[src/rtl/addr_router_pkg.sv]
// Shared definitions for the address router: FSM state encoding, error codes
// and width helpers used by the decoder and the router top.
package addr_router_pkg;

    typedef enum logic [1:0] {
        ST_IDLE = 2'd0,
        ST_BUSY = 2'd1,
        ST_RESP = 2'd2
    } state_t;

    typedef enum logic [1:0] {
        ERR_NONE    = 2'd0,
        ERR_DECODE  = 2'd1,
        ERR_CMD     = 2'd2,
        ERR_TIMEOUT = 2'd3
    } err_code_t;

    function automatic int sel_width(input int n);
        return (n > 1) ? $clog2(n) : 1;
    endfunction

    // A zero timeout still needs a one-bit counter to keep the ports legal.
    function automatic int cnt_width(input int t);
        return (t > 0) ? $clog2(t + 1) : 1;
    endfunction

endpackage

[src/rtl/addr_router_match.sv]
// Combinational region decoder: finds the lowest-index slave whose masked base
// matches the address and produces the slave-relative offset.
module addr_match
    import addr_router_pkg::*;
#(
    parameter int ADDR_WIDTH = 32,
    parameter int N_SLAVES   = 4,
    parameter logic [N_SLAVES*ADDR_WIDTH-1:0] SLAVE_BASE = '0,
    parameter logic [N_SLAVES*ADDR_WIDTH-1:0] SLAVE_MASK = '0,
    localparam int SEL_W = sel_width(N_SLAVES)
) (
    input  logic [ADDR_WIDTH-1:0] i_addr,
    output logic                  o_hit,
    output logic [SEL_W-1:0]      o_sel,
    output logic [ADDR_WIDTH-1:0] o_offset
);

    logic [ADDR_WIDTH-1:0] w_base;
    logic [ADDR_WIDTH-1:0] w_mask;

    // Scanning downwards lets the lowest matching index overwrite the rest.
    always_comb begin
        o_hit    = 1'b0;
        o_sel    = '0;
        o_offset = i_addr;
        w_base   = '0;
        w_mask   = '0;
        for (int i = N_SLAVES - 1; i >= 0; i--) begin
            w_base = SLAVE_BASE[i*ADDR_WIDTH +: ADDR_WIDTH];
            w_mask = SLAVE_MASK[i*ADDR_WIDTH +: ADDR_WIDTH];
            if ((i_addr & w_mask) == (w_base & w_mask)) begin
                o_hit    = 1'b1;
                o_sel    = SEL_W'(i);
                o_offset = i_addr & ~w_mask;
            end
        end
    end

endmodule

[src/rtl/addr_router.sv]
// N-slave address router: decodes a CPU access, strobes one slave until it
// answers or times out, then returns a single registered response pulse.
module addr_router
    import addr_router_pkg::*;
#(
    parameter int ADDR_WIDTH = 32,
    parameter int DATA_WIDTH = 32,
    parameter int N_SLAVES   = 4,
    parameter logic [N_SLAVES*ADDR_WIDTH-1:0] SLAVE_BASE = '0,
    parameter logic [N_SLAVES*ADDR_WIDTH-1:0] SLAVE_MASK = '0,
    parameter int TIMEOUT    = 15
) (
    input  logic                           clk,
    input  logic                           rst,
    input  logic [ADDR_WIDTH-1:0]          m_addr,
    input  logic [DATA_WIDTH-1:0]          m_wdata,
    input  logic                           m_read,
    input  logic                           m_write,
    output logic [DATA_WIDTH-1:0]          m_rdata,
    output logic                           m_ready,
    output logic                           m_err,
    output logic [ADDR_WIDTH-1:0]          s_addr,
    output logic [DATA_WIDTH-1:0]          s_wdata,
    output logic [N_SLAVES-1:0]            s_read,
    output logic [N_SLAVES-1:0]            s_write,
    input  logic [N_SLAVES*DATA_WIDTH-1:0] s_rdata,
    input  logic [N_SLAVES-1:0]            s_ready
);

    localparam int SEL_W = sel_width(N_SLAVES);
    localparam int CNT_W = cnt_width(TIMEOUT);
    localparam logic [CNT_W-1:0] CNT_LAST = (TIMEOUT > 0) ? CNT_W'(TIMEOUT - 1) : '0;
    localparam logic [CNT_W-1:0] CNT_MAX  = '1;

    state_t                  r_state;
    state_t                  w_state_nxt;
    logic [SEL_W-1:0]        r_sel;
    logic                    r_write;
    logic [CNT_W-1:0]        r_cnt;
    logic [ADDR_WIDTH-1:0]   r_s_addr;
    logic [DATA_WIDTH-1:0]   r_s_wdata;
    logic [N_SLAVES-1:0]     r_s_read;
    logic [N_SLAVES-1:0]     r_s_write;
    logic                    r_m_ready;
    logic                    r_m_err;
    logic [DATA_WIDTH-1:0]   r_m_rdata;

    logic                    w_hit;
    logic [SEL_W-1:0]        w_sel;
    logic [ADDR_WIDTH-1:0]   w_offset;
    logic [N_SLAVES-1:0]     w_onehot;
    logic                    w_single;
    logic                    w_both;
    logic                    w_sel_ready;
    logic [DATA_WIDTH-1:0]   w_sel_rdata;
    logic                    w_timeout;
    logic                    w_latch;
    logic                    w_rsp_nxt;
    err_code_t               w_err_code;
    logic [DATA_WIDTH-1:0]   w_rdata_nxt;
    logic [N_SLAVES-1:0]     w_s_read_nxt;
    logic [N_SLAVES-1:0]     w_s_write_nxt;

    addr_match #(
        .ADDR_WIDTH (ADDR_WIDTH),
        .N_SLAVES   (N_SLAVES),
        .SLAVE_BASE (SLAVE_BASE),
        .SLAVE_MASK (SLAVE_MASK)
    ) u_match (
        .i_addr   (m_addr),
        .o_hit    (w_hit),
        .o_sel    (w_sel),
        .o_offset (w_offset)
    );

    assign w_single    = m_read ^ m_write;
    assign w_both      = m_read & m_write;
    assign w_sel_ready = s_ready[r_sel];
    assign w_sel_rdata = s_rdata[r_sel*DATA_WIDTH +: DATA_WIDTH];
    assign w_timeout   = (TIMEOUT != 0) && (r_cnt == CNT_LAST);

    always_comb begin
        w_onehot = '0;
        for (int i = 0; i < N_SLAVES; i++) begin
            w_onehot[i] = (w_sel == SEL_W'(i));
        end
    end

    always_ff @(posedge clk) begin
        if (rst) r_state <= ST_IDLE;
        else     r_state <= w_state_nxt;
    end

    always_comb begin
        w_state_nxt = r_state;
        case (r_state)
            ST_IDLE: begin
                if (w_both || (w_single && !w_hit)) w_state_nxt = ST_RESP;
                else if (w_single)                  w_state_nxt = ST_BUSY;
            end
            ST_BUSY: if (w_sel_ready || w_timeout) w_state_nxt = ST_RESP;
            default: w_state_nxt = ST_IDLE;
        endcase
    end

    // Next values for the registered outputs; a slave answer wins over a
    // timeout landing on the same cycle.
    always_comb begin
        w_latch       = 1'b0;
        w_rsp_nxt     = 1'b0;
        w_err_code    = ERR_NONE;
        w_rdata_nxt   = '0;
        w_s_read_nxt  = r_s_read;
        w_s_write_nxt = r_s_write;
        case (r_state)
            ST_IDLE: begin
                w_s_read_nxt  = '0;
                w_s_write_nxt = '0;
                if (w_both) begin
                    w_rsp_nxt  = 1'b1;
                    w_err_code = ERR_CMD;
                end else if (w_single) begin
                    w_latch = 1'b1;
                    if (!w_hit) begin
                        w_rsp_nxt  = 1'b1;
                        w_err_code = ERR_DECODE;
                    end else if (m_read) begin
                        w_s_read_nxt = w_onehot;
                    end else begin
                        w_s_write_nxt = w_onehot;
                    end
                end
            end
            ST_BUSY: begin
                if (w_sel_ready) begin
                    w_s_read_nxt  = '0;
                    w_s_write_nxt = '0;
                    w_rsp_nxt     = 1'b1;
                    if (!r_write) w_rdata_nxt = w_sel_rdata;
                end else if (w_timeout) begin
                    w_s_read_nxt  = '0;
                    w_s_write_nxt = '0;
                    w_rsp_nxt     = 1'b1;
                    w_err_code    = ERR_TIMEOUT;
                end
            end
            default: begin
                w_s_read_nxt  = '0;
                w_s_write_nxt = '0;
            end
        endcase
    end

    always_ff @(posedge clk) begin
        if (rst) begin
            r_sel     <= '0;
            r_write   <= 1'b0;
            r_cnt     <= '0;
            r_s_addr  <= '0;
            r_s_wdata <= '0;
            r_s_read  <= '0;
            r_s_write <= '0;
            r_m_ready <= 1'b0;
            r_m_err   <= 1'b0;
            r_m_rdata <= '0;
        end else begin
            if (w_latch) begin
                r_sel     <= w_sel;
                r_write   <= m_write;
                r_s_addr  <= w_offset;
                r_s_wdata <= m_wdata;
            end
            if (r_state != ST_BUSY)    r_cnt <= '0;
            else if (r_cnt != CNT_MAX) r_cnt <= r_cnt + 1'b1;
            r_s_read  <= w_s_read_nxt;
            r_s_write <= w_s_write_nxt;
            r_m_ready <= w_rsp_nxt;
            r_m_err   <= (w_err_code != ERR_NONE);
            r_m_rdata <= w_rdata_nxt;
        end
    end

    assign m_rdata = r_m_rdata;
    assign m_ready = r_m_ready;
    assign m_err   = r_m_err;
    assign s_addr  = r_s_addr;
    assign s_wdata = r_s_wdata;
    assign s_read  = r_s_read;
    assign s_write = r_s_write;

endmodule

[config.mk]
export PLATFORM = sky130hd
export DESIGN_NAME = addr_router
export DESIGN_NICKNAME = d
export VERILOG_FILES = /design/src/rtl/addr_router_pkg.sv /design/src/rtl/addr_router_match.sv /design/src/rtl/addr_router.sv
export SDC_FILE = /design/constraint.sdc
export NUM_CORES = 1
export LEC_CHECK = 0
export CAP_MARGIN = 30
export CORE_AREA = 2 2 118 120
export CTS_CLUSTER_SIZE = 8
export DETAILED_ROUTE_END_ITERATION = 10
export DIE_AREA = 0 0 120 122
export PLACE_DENSITY = 0.7
export RECOVER_POWER = 50
export SETUP_SLACK_MARGIN = 0.5
export SLEW_MARGIN = 25
export SYNTH_ARGS = -nofsm -noshare
export SYNTH_HDL_FRONTEND = slang
export SYNTH_SLANG_ARGS = --single-unit
[constraint.sdc]
create_clock -name clk -period 2.8 [get_ports clk]
set_clock_uncertainty 0.05 [all_clocks]
set_input_delay 0.56 -clock clk [delete_from_list [all_inputs] [get_ports clk]]
set_output_delay 0.56 -clock clk [all_outputs]
set_load 0.02 [all_outputs]
Word level (Yosys, flattened, before mapping)
Cells that the tools add are included.
{"block": "classes", "mux": 25, "n_eq_ne": 7, "bitwise_logic": 4, "reduce_logical": 6, "add_sub_neg": 1}
{"operator": "$pmux W4 S2", "n": 2}
{"operator": "$mux W1", "n": 12}
{"operator": "$mux W2", "n": 6}
{"operator": "$mux W4", "n": 2}
{"operator": "$pmux W2 S2", "n": 2}
{"operator": "$ne A3 B3 Y1 const B", "n": 2}
{"operator": "$add A4 B1 Y4 const B", "n": 1}
{"operator": "$eq A4 B4 Y1 const B", "n": 1}
{"operator": "$ne A4 B4 Y1 const B", "n": 1}
{"operator": "$reduce_or A4 Y1", "n": 1}
{"operator": "$eq A2 B1 Y1 const B", "n": 1}
{"operator": "$logic_not A2 Y1", "n": 1}
{"operator": "$ne A2 B1 Y1 const B", "n": 1}
{"operator": "$ne A2 B2 Y1 const B", "n": 1}
{"operator": "$not A1 Y1", "n": 2}
{"operator": "$pmux W1 S2", "n": 1}
{"operator": "$reduce_and A2 Y1", "n": 1}
{"operator": "$reduce_bool A2 Y1", "n": 1}
{"operator": "$reduce_or A2 Y1", "n": 1}
{"operator": "$and A1 B1 Y1", "n": 1}
{"operator": "$logic_or A1 B1 Y1", "n": 1}
{"operator": "$xor A1 B1 Y1", "n": 1}
{"block": "word_totals", "regBits": 113, "elab_cells": 53, "input_bits": 200, "output_inout_bits": 106}

Logic depth before layout (Yosys ltp)
{"block": "depth", "ltp_word": 5, "ltp_mapped": 7, "depth_no_buf": 5}

Cells and area by module
Synthesis repeated with hierarchy kept, for this count alone.
{"block": "hier_totals", "cells_unflattened": 501, "area_unflattened_um2": 5047.3}
{"mod": "addr_router", "n_inst": 1, "seq_area_each_um2": 2302.2, "cells_each": 464, "area_each_um2": 4777.1}
{"mod": "addr_match", "n_inst": 1, "seq_area_each_um2": 0.0, "cells_each": 37, "area_each_um2": 270.3}

Worst setup path before layout
No wires, ideal clock.
{"block": "synth_path", "path_kind": "in2reg", "startpoint": "in m_read", "endpoint": "reg r_s_addr[10], in the netlist s_addr[10]", "required_time_ps": 2618, "slack_ps": 876, "stages": 7, "arrival_time_ps": 1742, "cell_sequence": "inv_1 -> ha_1 -> or3b_2 -> buf_2 -> buf_6 -> nand2_1 -> a21oi_1"}
{"block": "synth_between", "elab_chain_cells": 4}
{"element": "start: declaration", "line_no": "addr_router.sv:17", "source": "input logic m_read,"}
{"element": "$xor A1 B1 Y1", "line_no": "addr_router.sv:76", "source": "assign w_single = m_read ^ m_write;"}
{"element": "$mux W1", "line_no": "addr_router.sv:122", "source": "end else if (w_single) begin"}
{"element": "$mux W1 *", "line_no": "addr_router.sv:119", "source": "if (w_both) begin"}
{"element": "$mux W1 *", "line_no": "addr_router.sv:115", "source": "case (r_state)"}
{"element": "end signal: assignment", "line_no": "addr_router.sv:170", "source": "r_s_addr <= w_offset;"}
{"element": "end: declaration", "line_no": "addr_router.sv:40", "source": "logic [ADDR_WIDTH-1:0] r_s_addr;"}
Every way passes the cells marked *; elsewhere a longest branch is shown, timed or not.
A chain may end at the register's enable or synchronous reset.

Worst setup path after layout
{"block": "layout_path", "startpoint": "in m_write", "endpoint": "reg r_s_wdata[7], in the netlist s_wdata[7]"}
{"block": "layout_between", "elab_chain_cells": 4}
{"element": "start: declaration", "line_no": "addr_router.sv:18", "source": "input logic m_write,"}
{"element": "$xor A1 B1 Y1", "line_no": "addr_router.sv:76"}
{"element": "$mux W1", "line_no": "addr_router.sv:122"}
{"element": "$mux W1 *", "line_no": "addr_router.sv:119"}
{"element": "$mux W1 *", "line_no": "addr_router.sv:115"}
{"element": "end signal: assignment", "line_no": "addr_router.sv:171", "source": "r_s_wdata <= m_wdata;"}
{"element": "end: declaration", "line_no": "addr_router.sv:41", "source": "logic [DATA_WIDTH-1:0] r_s_wdata;"}
Marked as above.

==> out/results.tsv <==
stage	metric	value	unit
sta	min_period	2.28	ns
cells_and_area	nFillCells	1293	
synthesis	synth-seq-cells	107	
sta	slew_violations	0	
critical_path	slowest_delay	0.53	ns
synthesis	synthTopCellsByArea	dfxtp_1 (58%), nand2_1 (13%), a21oi_1 (9.0%), and2_1 (5.4%), ha_1 (2.0%)	
pwr	leakage	2.47	nW
sta	fin_crit_sh	0.814	
clocking	clockRootBuffer	clkbuf_16	
clocking	cts_setup_buffers	0	
floorplan	start_util	0.272	
critical_path	required	2.89	ns
floorplan	die_height	122	um
synthesis	synth_top_area_cell	dfxtp_1	
floorplan	die-area	14600	sq um
floorplan	rows	43	
outcome	status	finished clean	
floorplan	io_pins	306	
pwr	peakVddDrop	0.330	mV
critical_path	cp.depth	7	
clocking	cts_inserted_buffers	9	
routing	dr.pass1.iters	4	
critical_path	critPathSlowestCell	clkdlybuf4s50_1	
placement	place_congestion	0.729	
sta	tightest_slew	1.45	ns
placement	portBuffers	200	
clocking	clock-sinks	107	
cells_and_area	nets	810	
critical_path	reg2reg_depth	4	
floorplan	die_w	120	um
critical_path	crit_chain	clkdlybuf4s50_1 -> inv_1 -> ha_1 -> or3b_2 -> buf_12 -> nand2_1 -> a21oi_1	
routing	vias	3312	
critical_path	r2r_start	r_state[0]	
hold_path	min_path_type	reg -> reg	
critical_path	rrSetupSlack	0.60	ns
sta	hold_viol	0	
grt	grt_use_total	0.131	
critical_path	startpoint_type	input pin	
synthesis	avgSynthCellArea	8.89	sq um
clocking	clockBufferDepth	2	
routing	wl_per_cell	12.3	um
sta	setup_tns	0	ns
clocking	cts_max_level	3	
grt	grt_max_degree	73	
routing	drt_iter0_markers	128	
critical_path	endpoint_kind	register	
synthesis	syn_area	3680	sq um
synthesis	netlist.area_leader.share	0.582	
sta	rsz0062_at_grt	false	
sta	fmax	0.439	GHz
critical_path	critPathMaxFanout	47	
pwr	power_density	595	nW/um^2
cells_and_area	area_growth	65.5	%
flow_run	max_cap_violations	0	
sta	holdWs	0.400	ns
synthesis	synth_warnings	0	
grt	grt.overflow.total	0	
clocking	clk_latency	0.34	ns
grt	grt_first_pass_wirelength	15300	um
critical_path	crit_buf_inv	3	
floorplan	coreArea	13500	sq um
clocking	cts_tree	done	
synthesis	ys_seq_area_frac	0.582	
sta	slew_headroom	0.0304	
clocking	clk_pin_slew	0.06	ns
placement	dp.final_hpwl	7270	um
cells_and_area	drive_above_1_share	0.0361	
pwr	power.total	3.62	mW
critical_path	r2r_end	m_rdata[30]	
sta	finalSetupViolations	0	
critical_path	crit_family	buffers and inverters	
synthesis	synth_cell_type_count	30	
synthesis	syn_inst	414	
critical_path	endpoint	s_wdata[7]	
critical_path	arrival	2.37	ns
grt	grt_pass1_vias	3205	
routing	viasPerCell	4.20	
routing	ant_nets	0	
routing	drc_errors	0	
routing	finalWirelength	9740	um
grt	antenna_found_initial	0	
cells_and_area	num_antenna_cells	0	
critical_path	worstSetupPathType	in -> reg	
critical_path	crit_path_start	m_write	
## cell usage in the layout, fill, tap and decap left out, types with 3 or more instances in the layout
| cell | instances |
|---|---|
| dlygate4sd3_1 | 61 |
| and2_0 | 13 |
| ha_1 | 6 |
| clkbuf_1 | 5 |
| clkbuf_16 | 9 |
| nand2b_1 | 3 |
| nand2_1 | 132 |
| a21oi_1 | 66 |
| conb_1 | 6 |
| nor2_1 | 8 |
| and2_1 | 19 |
| dfxtp_1 | 107 |
| clkdlybuf4s50_1 | 138 |
| inv_1 | 4 |
## tightest hold or removal path: stages, from the launching register on
cell	delay, ns
dfxtp_1	0.30
nand2_1	0.05
a21oi_1	0.05
## cell type report
cell class	instances	area [sq um]	area share
clock buffer	13	250	0.0411
timing repair buffer	206	2060	0.339
clock inverter	3	46.3	0.00760
sequential	107	2140	0.352
inverter	4	15.0	0.00247
multi-input combinational	276	1350	0.221
tap	180	225	0.0370
## through the flow
stage | worst slack [ns] | area (sq um) | instances | util
2_1_floorplan | 0.876 | 3700 | 419 | -
3_3_place_gp | 0.256 | 5800 | 773 | 0.429
3_5_place_dp | 0.202 | 5800 | 773 | 0.429
4_1_cts | 0.569 | 6090 | 789 | 0.451
5_1_grt | 0.318 | 6090 | 789 | 0.451
6_report | 0.520 | 6090 | 789 | 0.451
## cell families (layout without fill, tap and decap cells)
kind of cell,count (synthesis),count (layout),synth area share
xor gates and xnor gates,1,1,0.00238
other,1,6,0.00102
and+or+nand+nor,189,189,0.231
buffers and inverters,36,226,0.0578
adders and majority gates,6,6,0.0204
DFF,107,107,0.582
AOI/OAI and AO/OA,74,74,0.106
## worst min-delay path by stage
stage                      startpoint          end  cells past startpoint
after floorplan               r_write      r_write                      2
after global placement     s_wdata[1]   s_wdata[1]                      2
after detailed placement   s_wdata[5]   s_wdata[5]                      2
after CTS                  s_wdata[5]   s_wdata[5]                      2
after global routing      s_wdata[24]  s_wdata[24]                      2
final                     s_wdata[18]  s_wdata[18]                      2
## synthesized netlist by cell type
master,number
nand2_1,132
xnor2_1,1
o21ai_0,2
nor3_4,1
buf_6,5
conb_1,1
nor2_1,8
dfxtp_1,107
and2_1,32
inv_1,4
nand2b_1,3
nor3_1,2
nor3b_1,1
or3b_2,1
o211a_1,1
clkbuf_2,3
o221a_2,1
buf_4,7
a21oi_1,66
a211oi_1,2
nand3b_1,2
or3b_4,1
a31oi_1,2
buf_2,8
ha_1,6
and3_1,1
or3_1,1
nor2b_1,2
nand3_1,2
clkbuf_1,9
## power by group
group	switching (mW)	internal, mW	leakage, nW
registers	0.0499	1.62	0.873
logic	0.357	0.350	1.46
clock network	0.524	0.722	0.140
## flip-flops by register name, summed over array words and instances (netlist names)
| name | flops |
|---|---|
| s_write | 1 |
| s_read | 1 |
| m_err | 1 |
| s_wdata | 32 |
| r_write | 1 |
| r_cnt | 4 |
| m_ready | 1 |
| s_addr | 32 |
| m_rdata | 32 |
| r_state | 2 |
## per-layer routing
layer,wire (um),global-route usage,vias to the layer above
met2,4760,0.219,107
met1,4130,0.155,1510
met3,728,0.0482,9
li1,-,-,1686
met5,0,0,-
met4,118,0.0456,0
## what timing repair did
action | 4_1_cts | 5_1_grt
setup endpoints to repair | 0 | 1
hold buffers | 0 | 0
resized for setup | 0 | 1
(Power assumes the default switching activity.)
